File: src/rtl/kcpsm6_port_pkg.sv
// Shared register map and bit positions for the PicoBlaze port-mapped FIFO peripheral.
package kcpsm6_port_pkg;

    typedef enum logic [1:0] {
        REG_DATA   = 2'd0,
        REG_STATUS = 2'd1,
        REG_CTRL   = 2'd2,
        REG_RXLVL  = 2'd3
    } reg_off_e;

    localparam int ST_RX_EMPTY = 0;
    localparam int ST_RX_FULL  = 1;
    localparam int ST_TX_EMPTY = 2;
    localparam int ST_TX_FULL  = 3;
    localparam int ST_RX_OVF   = 4;
    localparam int ST_TX_OVF   = 5;
    localparam int ST_RX_UDF   = 6;

    localparam int CTRL_RX_IRQ_EN  = 0;
    localparam int CTRL_TXE_IRQ_EN = 1;
    localparam int CTRL_FLUSH      = 6;
    localparam int CTRL_CLR_FLAGS  = 7;

    typedef struct packed {
        logic rx_udf;
        logic tx_ovf;
        logic rx_ovf;
    } sticky_t;

    // A 256-deep FIFO can hold 256 bytes, which does not fit the 8-bit level register.
    function automatic logic [7:0] sat_level(input logic [8:0] cnt);
        return (cnt > 9'd255) ? 8'hFF : cnt[7:0];
    endfunction

endpackage

File: src/rtl/kcpsm6_sync_fifo.sv
// Single-clock byte FIFO with show-ahead head, flush and occupancy count.
module kcpsm6_sync_fifo #(
    parameter  int DEPTH = 16,
    localparam int AW    = $clog2(DEPTH)
) (
    input  logic          clk,
    input  logic          rst,
    input  logic          push,
    input  logic [7:0]    push_data,
    input  logic          pop,
    input  logic          flush,
    output logic [7:0]    head,
    output logic          full,
    output logic          empty,
    output logic [AW:0]   count
);

    logic [7:0]    mem_q [DEPTH];
    logic [AW-1:0] wr_ptr_q, wr_ptr_d;
    logic [AW-1:0] rd_ptr_q, rd_ptr_d;
    logic [AW:0]   count_q, count_d;
    logic          do_push, do_pop;

    assign full    = (count_q == (AW+1)'(DEPTH));
    assign empty   = (count_q == '0);
    assign count   = count_q;
    assign head    = mem_q[rd_ptr_q];

    // A push into a full FIFO is refused even when a pop happens in the same cycle.
    assign do_push = push && !full && !flush;
    assign do_pop  = pop && !empty && !flush;

    // NOTE: every always_comb output gets a default first so no latch is inferred.
    always_comb begin
        wr_ptr_d = wr_ptr_q;
        rd_ptr_d = rd_ptr_q;
        count_d  = count_q;
        if (flush) begin
            wr_ptr_d = '0;
            rd_ptr_d = '0;
            count_d  = '0;
        end else begin
            if (do_push) wr_ptr_d = wr_ptr_q + AW'(1);
            if (do_pop)  rd_ptr_d = rd_ptr_q + AW'(1);
            case ({do_push, do_pop})
                2'b10:   count_d = count_q + (AW+1)'(1);
                2'b01:   count_d = count_q - (AW+1)'(1);
                default: count_d = count_q;
            endcase
        end
    end

    always_ff @(posedge clk or negedge rst) begin
        if (!rst) begin
            wr_ptr_q <= '0;
            rd_ptr_q <= '0;
            count_q  <= '0;
        end else begin
            wr_ptr_q <= wr_ptr_d;
            rd_ptr_q <= rd_ptr_d;
            count_q  <= count_d;
        end
    end

    // NOTE: storage is deliberately not reset; the pointers alone define what is valid.
    always_ff @(posedge clk) begin
        if (do_push) mem_q[wr_ptr_q] <= push_data;
    end

endmodule

File: src/rtl/kcpsm6_port_fifo.sv
// PicoBlaze port-mapped TX/RX byte FIFO peripheral with status, control and interrupt.
module kcpsm6_port_fifo
    import kcpsm6_port_pkg::*;
#(
    parameter logic [7:0] BASE_PORT = 8'h00,
    parameter int         DEPTH     = 16
) (
    input  logic       clk,
    input  logic       rst,
    input  logic [7:0] port_id,
    input  logic [7:0] out_port,
    input  logic       write_strobe,
    input  logic       k_write_strobe,
    input  logic       read_strobe,
    output logic [7:0] in_port,
    output logic       interrupt,
    output logic [7:0] tx_data,
    output logic       tx_valid,
    input  logic       tx_ready,
    input  logic [7:0] rx_data,
    input  logic       rx_valid,
    output logic       rx_ready
);

    localparam int AW = $clog2(DEPTH);

    logic          sel_io, sel_k, wr_en;
    reg_off_e      off;
    logic          tx_push, tx_pop, rx_push, data_rd;
    logic          ctrl_wr, flush, clr_flags;
    logic [3:0]    ctrl_rsvd_unused;

    logic [7:0]    tx_head, rx_head;
    logic          tx_full, tx_empty, rx_full, rx_empty;
    logic [AW:0]   tx_count_unused, rx_count;

    sticky_t       sticky_q, sticky_d;
    logic          rx_irq_en_q, rx_irq_en_d;
    logic          txe_irq_en_q, txe_irq_en_d;
    logic [7:0]    in_port_q, in_port_d;
    logic [7:0]    status;
    logic          irq_cond, irq_cond_q, irq_q;

    // OUTPUTK carries only a 4-bit port, so it is decoded on the low nibble alone.
    assign sel_io    = (port_id[7:2] == BASE_PORT[7:2]);
    assign sel_k     = (port_id[3:2] == BASE_PORT[3:2]);
    assign off       = reg_off_e'(port_id[1:0]);
    assign wr_en     = (write_strobe && sel_io) || (k_write_strobe && sel_k);
    assign tx_push   = wr_en && (off == REG_DATA);
    assign ctrl_wr   = wr_en && (off == REG_CTRL);
    assign data_rd   = read_strobe && sel_io && (off == REG_DATA);
    assign flush     = ctrl_wr && out_port[CTRL_FLUSH];
    assign clr_flags = ctrl_wr && out_port[CTRL_CLR_FLAGS];
    assign ctrl_rsvd_unused = out_port[5:2];

    assign tx_pop  = !tx_empty && tx_ready;
    assign rx_push = rx_valid && !rx_full;

    kcpsm6_sync_fifo #(.DEPTH(DEPTH)) u_tx_fifo (
        .clk       (clk),
        .rst       (rst),
        .push      (tx_push),
        .push_data (out_port),
        .pop       (tx_pop),
        .flush     (flush),
        .head      (tx_head),
        .full      (tx_full),
        .empty     (tx_empty),
        .count     (tx_count_unused)
    );

    kcpsm6_sync_fifo #(.DEPTH(DEPTH)) u_rx_fifo (
        .clk       (clk),
        .rst       (rst),
        .push      (rx_push),
        .push_data (rx_data),
        .pop       (data_rd),
        .flush     (flush),
        .head      (rx_head),
        .full      (rx_full),
        .empty     (rx_empty),
        .count     (rx_count)
    );

    assign tx_data  = tx_head;
    assign tx_valid = !tx_empty;
    assign rx_ready = !rx_full;

    // A new event in the same cycle as a clear survives the clear.
    always_comb begin
        sticky_d     = sticky_q;
        rx_irq_en_d  = rx_irq_en_q;
        txe_irq_en_d = txe_irq_en_q;
        if (clr_flags) sticky_d = '0;
        if (tx_push && tx_full && !flush) sticky_d.tx_ovf = 1'b1;
        if (flush && !rx_empty)           sticky_d.rx_ovf = 1'b1;
        if (data_rd && rx_empty)          sticky_d.rx_udf = 1'b1;
        if (ctrl_wr) begin
            rx_irq_en_d  = out_port[CTRL_RX_IRQ_EN];
            txe_irq_en_d = out_port[CTRL_TXE_IRQ_EN];
        end
    end

    always_comb begin
        status              = '0;
        status[ST_RX_EMPTY] = rx_empty;
        status[ST_RX_FULL]  = rx_full;
        status[ST_TX_EMPTY] = tx_empty;
        status[ST_TX_FULL]  = tx_full;
        status[ST_RX_OVF]   = sticky_q.rx_ovf;
        status[ST_TX_OVF]   = sticky_q.tx_ovf;
        status[ST_RX_UDF]   = sticky_q.rx_udf;
    end

    // Unselected ports read as zero so several peripherals can share the input bus.
    always_comb begin
        in_port_d = '0;
        if (sel_io) begin
            case (off)
                REG_DATA:   in_port_d = rx_empty ? 8'h00 : rx_head;
                REG_STATUS: in_port_d = status;
                REG_CTRL:   in_port_d = {6'b0, txe_irq_en_q, rx_irq_en_q};
                REG_RXLVL:  in_port_d = sat_level(9'(rx_count));
                default:    in_port_d = '0;
            endcase
        end
    end

    assign irq_cond = (rx_irq_en_q && !rx_empty) || (txe_irq_en_q && tx_empty);

    always_ff @(posedge clk or negedge rst) begin
        if (!rst) begin
            sticky_q     <= '0;
            rx_irq_en_q  <= 1'b0;
            txe_irq_en_q <= 1'b0;
            in_port_q    <= '0;
            irq_cond_q   <= 1'b0;
            irq_q        <= 1'b0;
        end else begin
            sticky_q     <= sticky_d;
            rx_irq_en_q  <= rx_irq_en_d;
            txe_irq_en_q <= txe_irq_en_d;
            in_port_q    <= in_port_d;
            irq_cond_q   <= irq_cond;
            irq_q        <= irq_cond && !irq_cond_q;
        end
    end

    assign in_port   = in_port_q;
    assign interrupt = irq_q;

endmodule

File: config.mk
export PLATFORM = sky130hd
export DESIGN_NAME = kcpsm6_port_fifo
export DESIGN_NICKNAME = d
export VERILOG_FILES = /design/src/rtl/kcpsm6_port_pkg.sv /design/src/rtl/kcpsm6_sync_fifo.sv /design/src/rtl/kcpsm6_port_fifo.sv
export SDC_FILE = /design/constraint.sdc
export NUM_CORES = 1
export LEC_CHECK = 0
export ABC_AREA = 0
export BUFFER_PORTS_ARGS = -buffer_cell sky130_fd_sc_hd__buf_4
export CAP_MARGIN = 15
export CELL_PAD_IN_SITES_DETAIL_PLACEMENT = 0
export CELL_PAD_IN_SITES_GLOBAL_PLACEMENT = 1
export CORE_ASPECT_RATIO = 1.1
export CORE_MARGIN = 2
export CORE_UTILIZATION = 55
export CTS_CLUSTER_SIZE = 28
export DETAILED_ROUTE_END_ITERATION = 8
export GPL_TIMING_DRIVEN = 0
export HOLD_SLACK_MARGIN = 0.03
export MAX_ROUTING_LAYER = met4
export PLACE_DENSITY = 0.88
export SETUP_SLACK_MARGIN = 0.1
export SLEW_MARGIN = 0
export SYNTH_ARGS = -nofsm -noshare
export SYNTH_HDL_FRONTEND = slang
export SYNTH_SLANG_ARGS = --single-unit
File: constraint.sdc
create_clock -name clk -period 4.6 [get_ports clk]
set_input_delay 1.15 -clock clk [delete_from_list [all_inputs] [get_ports clk]]
set_output_delay 1.15 -clock clk [all_outputs]
set_load 0.05 [all_outputs]
==> run_results.csv <==
group,metric,value,unit
worst_setup_path,r2r_slack,1.55,ns
worst_setup_path,crit_arrival,3.12,ns
synth,synth_enable_flop_cells,256,
sta,layout_min_cycle_time,4.270,ns
global_routing,grt_use_met2,0.4067,
sta,worst_slew_pin_slew,0.8860,ns
clock_tree,clockBufferDepth,3,
synth,synth_fp_nets,714,
clock_tree,clk_root_buffer_cell,"clkbuf_16",
worst_setup_path,regToRegStartpoint,"u_tx_fifo.count[1]",
worst_setup_path,crit_type,"register to output port",
sta,grt_setup_unrepaired,"no",
power_and_ir_drop,leakage,4.730,nW
outcome,run_status,"complete, no violations",
sta,number_of_slew_limit_violations_in_the_final_report,0,
sta,timing.final.hold_violations,0,
floorplan,floorplan.die_area,23390,um2
place,portBuffers,49,
clock_tree,numClockSinks,297,
floorplan,design.core.area,21970,um2
floorplan,floorplan.io_pins,50,
worst_setup_path,cp-start-kind,"register",
clock_tree,tritoncts.num_buffers,28,
synth,fraction_of_synthesized_cell_area_taken_by_the_top_area_cell_type,0.6301,
synth,proportion_of_synthesized_chip_area_in_sequential_cells,0.7142,
layout,post_route_cells_drive_above_1_share,0.2435,
worst_setup_path,critical_path_peak_fanout,10,
sta,final_min_period_over_clock_period,0.9284,
sta,maxClockFrequency,234.2,MHz
global_routing,gr-usage-met1,0.2742,
global_routing,gr-max-usage-layer,"met2",
floorplan,initial_utilization,0.5554,
global_routing,initial_antenna_violation_count,0,
drt,initialDrtViolationCount,520,
global_routing,globalRouteMet3Util,0.03143,
clock_tree,postCtsHoldBufs,0,
global_routing,grt_max_degree,42,
synth,synthArstFlopShare,0.1380,
global_routing,first_pass_grt_wire_length,39.41,mm
layout,n_antenna_cell,0,
sta,clock-skew-final,0.009779,ns
clock_tree,cts.htree.levels,1,
floorplan,rows,57,
synth,yosys_warns,0,
place,place_area,12940,um2
layout,design_area,13890,um2
synth,synth_seq_cells,297,
synth,synthesis.area_per_instance,18.21,um2
global_routing,grt_pass1_vias,6667,
global_routing,track_usage,0.2300,
power_and_ir_drop,report.power.total,7.435,mW
synth,synth_flop_cell,"edfxtp_1",
drt,antenna_violation_net_count_after_detailed_routing,0,
clock_tree,clkSlewWorstSetupHoldPaths,0.06,ns
floorplan,die_w,146.0,um
place,placed_cells_incl_taps,1015,
drt,remaining_drc_errors,0,
synth,netlist-cell-type-count,51,
sta,slew-limit-headroom,0.4081,
run,max_cap_violations,0,
synth,synthTopCellsByArea,"edfxtp_1 (63%), mux4_2 (13%), dfrtp_1 (8.4%)",
global_routing,grt-ovfl-total,0,
worst_setup_path,worstPathRequired,3.45,ns
power_and_ir_drop,vdd.ir_drop.worst,0.4171,mV
sta,fin_tns_setup,0,ns
synth,syn-cell-area,12200,um2
synth,synth_cells,670,
layout,finalNetCount,794,
clock_tree,clock_latency,0.54,ns
place,place_congestion,0.9600,
drt,wl_per_instance,23.91,um
drt,post_drt_via_cell_ratio,6.045,
clock_tree,tritoncts,"yes",
drt,first_pass_iters,5,
place,post-dp-hpwl,17.14,mm
worst_setup_path,cp-startpoint,"u_tx_fifo.rd_ptr_q[0]",
drt,via_count,6450,
layout,layout-area-overhead-vs-synth,13.88,%
floorplan,die_outline_height,160.2,um
sta,finalSetupViolations,0,
worst_hold_path,hold_start,"irq_cond_q",
drt,route.final.wire_length,25.52,mm
synth,synth_top_area_cell,"edfxtp_1",
layout,final_cell_count_no_fill,1067,
worst_setup_path,critical_path.endpoint_type,"output port",
layout,layout.core_utilization,0.6325,
power_and_ir_drop,pwr_density_cell,535.1,nW/um2
worst_hold_path,holdCritPathClass,"register to register",
per-layer routing:
| metal | vias up | part of all wire |
|---|---|---|
| li1 | 2829 | - |
| met3 | 49 | 0.057 |
| met2 | 278 | 0.54 |
| met1 | 3294 | 0.37 |
| met5 | - | 0 |
| met4 | 0 | 0.034 |
cells by family after synthesis:
kind of cell | synth area share
multiplexers | 0.1425
XOR/XNOR | 0.01436
adder cells (fa/ha/maj) | 0.01333
AND/OR/NAND/NOR | 0.06205
flip-flops | 0.7142
buffers and inverters | 0.01805
AO/OA/AOI/OAI | 0.03548
per-stage QoR:
stage | worst slack (ns) | hold WS [ns]
floorplan | 1.069 | 0.3777
global placement | 0.6437 | 0.3862
detailed placement | 0.5817 | 0.3986
CTS | 0.2601 | 0.4004
global route | 0.1439 | 0.4027
finish | 0.3295 | 0.3978
Yosys cell counts, types with 5 or more instances:
cell type	count
a21oi_1	18
a22oi_1	6
a31oi_1	5
and2_1	15
and3_1	18
buf_1	6
buf_2	7
clkbuf_1	17
dfrtp_1	41
edfxtp_1	256
ha_1	13
inv_1	8
mux2_2	6
mux2i_1	14
mux4_2	68
nand2_1	29
nand3_1	11
nor2_1	33
nor2b_1	6
nor3_1	8
o21ai_0	20
xnor2_1	11
xor2_1	9
layout by cell type, fill, tap and decap left out, types with 5 or more instances in the layout:
| master | Yosys | final |
|---|---|---|
| xnor2_1 | 11 | 11 |
| o21ai_0 | 20 | 20 |
| nor3_1 | 8 | 8 |
| a31oi_1 | 5 | 5 |
| and2_1 | 15 | 15 |
| edfxtp_1 | 256 | 256 |
| nor2_1 | 33 | 33 |
| mux4_2 | 68 | 68 |
| buf_2 | 7 | 8 |
| clkbuf_1 | 17 | 31 |
| mux2i_1 | 14 | 14 |
| nand2_1 | 29 | 29 |
| dfrtp_1 | 41 | 41 |
| and3_1 | 18 | 18 |
| inv_1 | 8 | 8 |
| nand3_1 | 11 | 11 |
| nor2b_1 | 6 | 6 |
| a22oi_1 | 6 | 6 |
| a21oi_1 | 18 | 18 |
| buf_4 | 0 | 49 |
| clkbuf_8 | 3 | 6 |
| xor2_1 | 9 | 9 |
| ha_1 | 13 | 13 |
| clkbuf_16 | 0 | 29 |
| mux2_2 | 6 | 6 |
state kept, by name, indices dropped and copies added, names as in the netlist:
register            count
u_rx_fifo.mem_q       128
u_tx_fifo.mem_q       128
in_port                 8
u_rx_fifo.count         5
u_tx_fifo.count         5
u_rx_fifo.rd_ptr_q      4
u_rx_fifo.wr_ptr_q      4
u_tx_fifo.rd_ptr_q      4
u_tx_fifo.wr_ptr_q      4
status                  3
interrupt               1
irq_cond_q              1
rx_irq_en_q             1
txe_irq_en_q            1
what timing repair did:
action                     CTS  global route
buffers inserted             0             0
gates resized for setup      6             0
setup endpoints to repair    8             0
report_power, final:
part | switching (mW) | internal [mW]
sequential | 0.129 | 3.15
combinational | 1.07 | 0.777
clock | 0.929 | 1.38
total | 2.12 | 5.31
worst paths after layout:
| kind | to | cells past startpoint |
|---|---|---|
| max in group asynchronous | in_port[3] | 1 |
| min reg2reg | interrupt | 1 |
| min | interrupt | 1 |
| min in group asynchronous | u_rx_fifo.count[2] | 1 |
| max reg2reg | u_tx_fifo.count[4] | 10 |
| max | tx_data[7] | 5 |
final cells by class:
| cell class | instances | area [um2] |
|---|---|---|
| Tap cell | 295 | 369.1 |
| Timing Repair Buffer | 50 | 372.9 |
| Multi-Input combinational cell | 329 | 3267 |
| Inverter | 8 | 30.03 |
| Clock inverter | 6 | 108.9 |
| Sequential cell | 297 | 8713 |
| Buffer | 36 | 212.7 |
| Clock buffer | 46 | 819.5 |
| Fill cell | 1562 | 8073 |
worst max-delay path, stage by stage, from the launching register on:
cell	delay (ns)
dfrtp_1	0.35
clkbuf_1	0.36
clkdlybuf4s15_2	0.53
mux4_2	0.62
mux4_2	0.51
buf_4	0.21
Note: power is estimated with default switching activity, not from simulation.
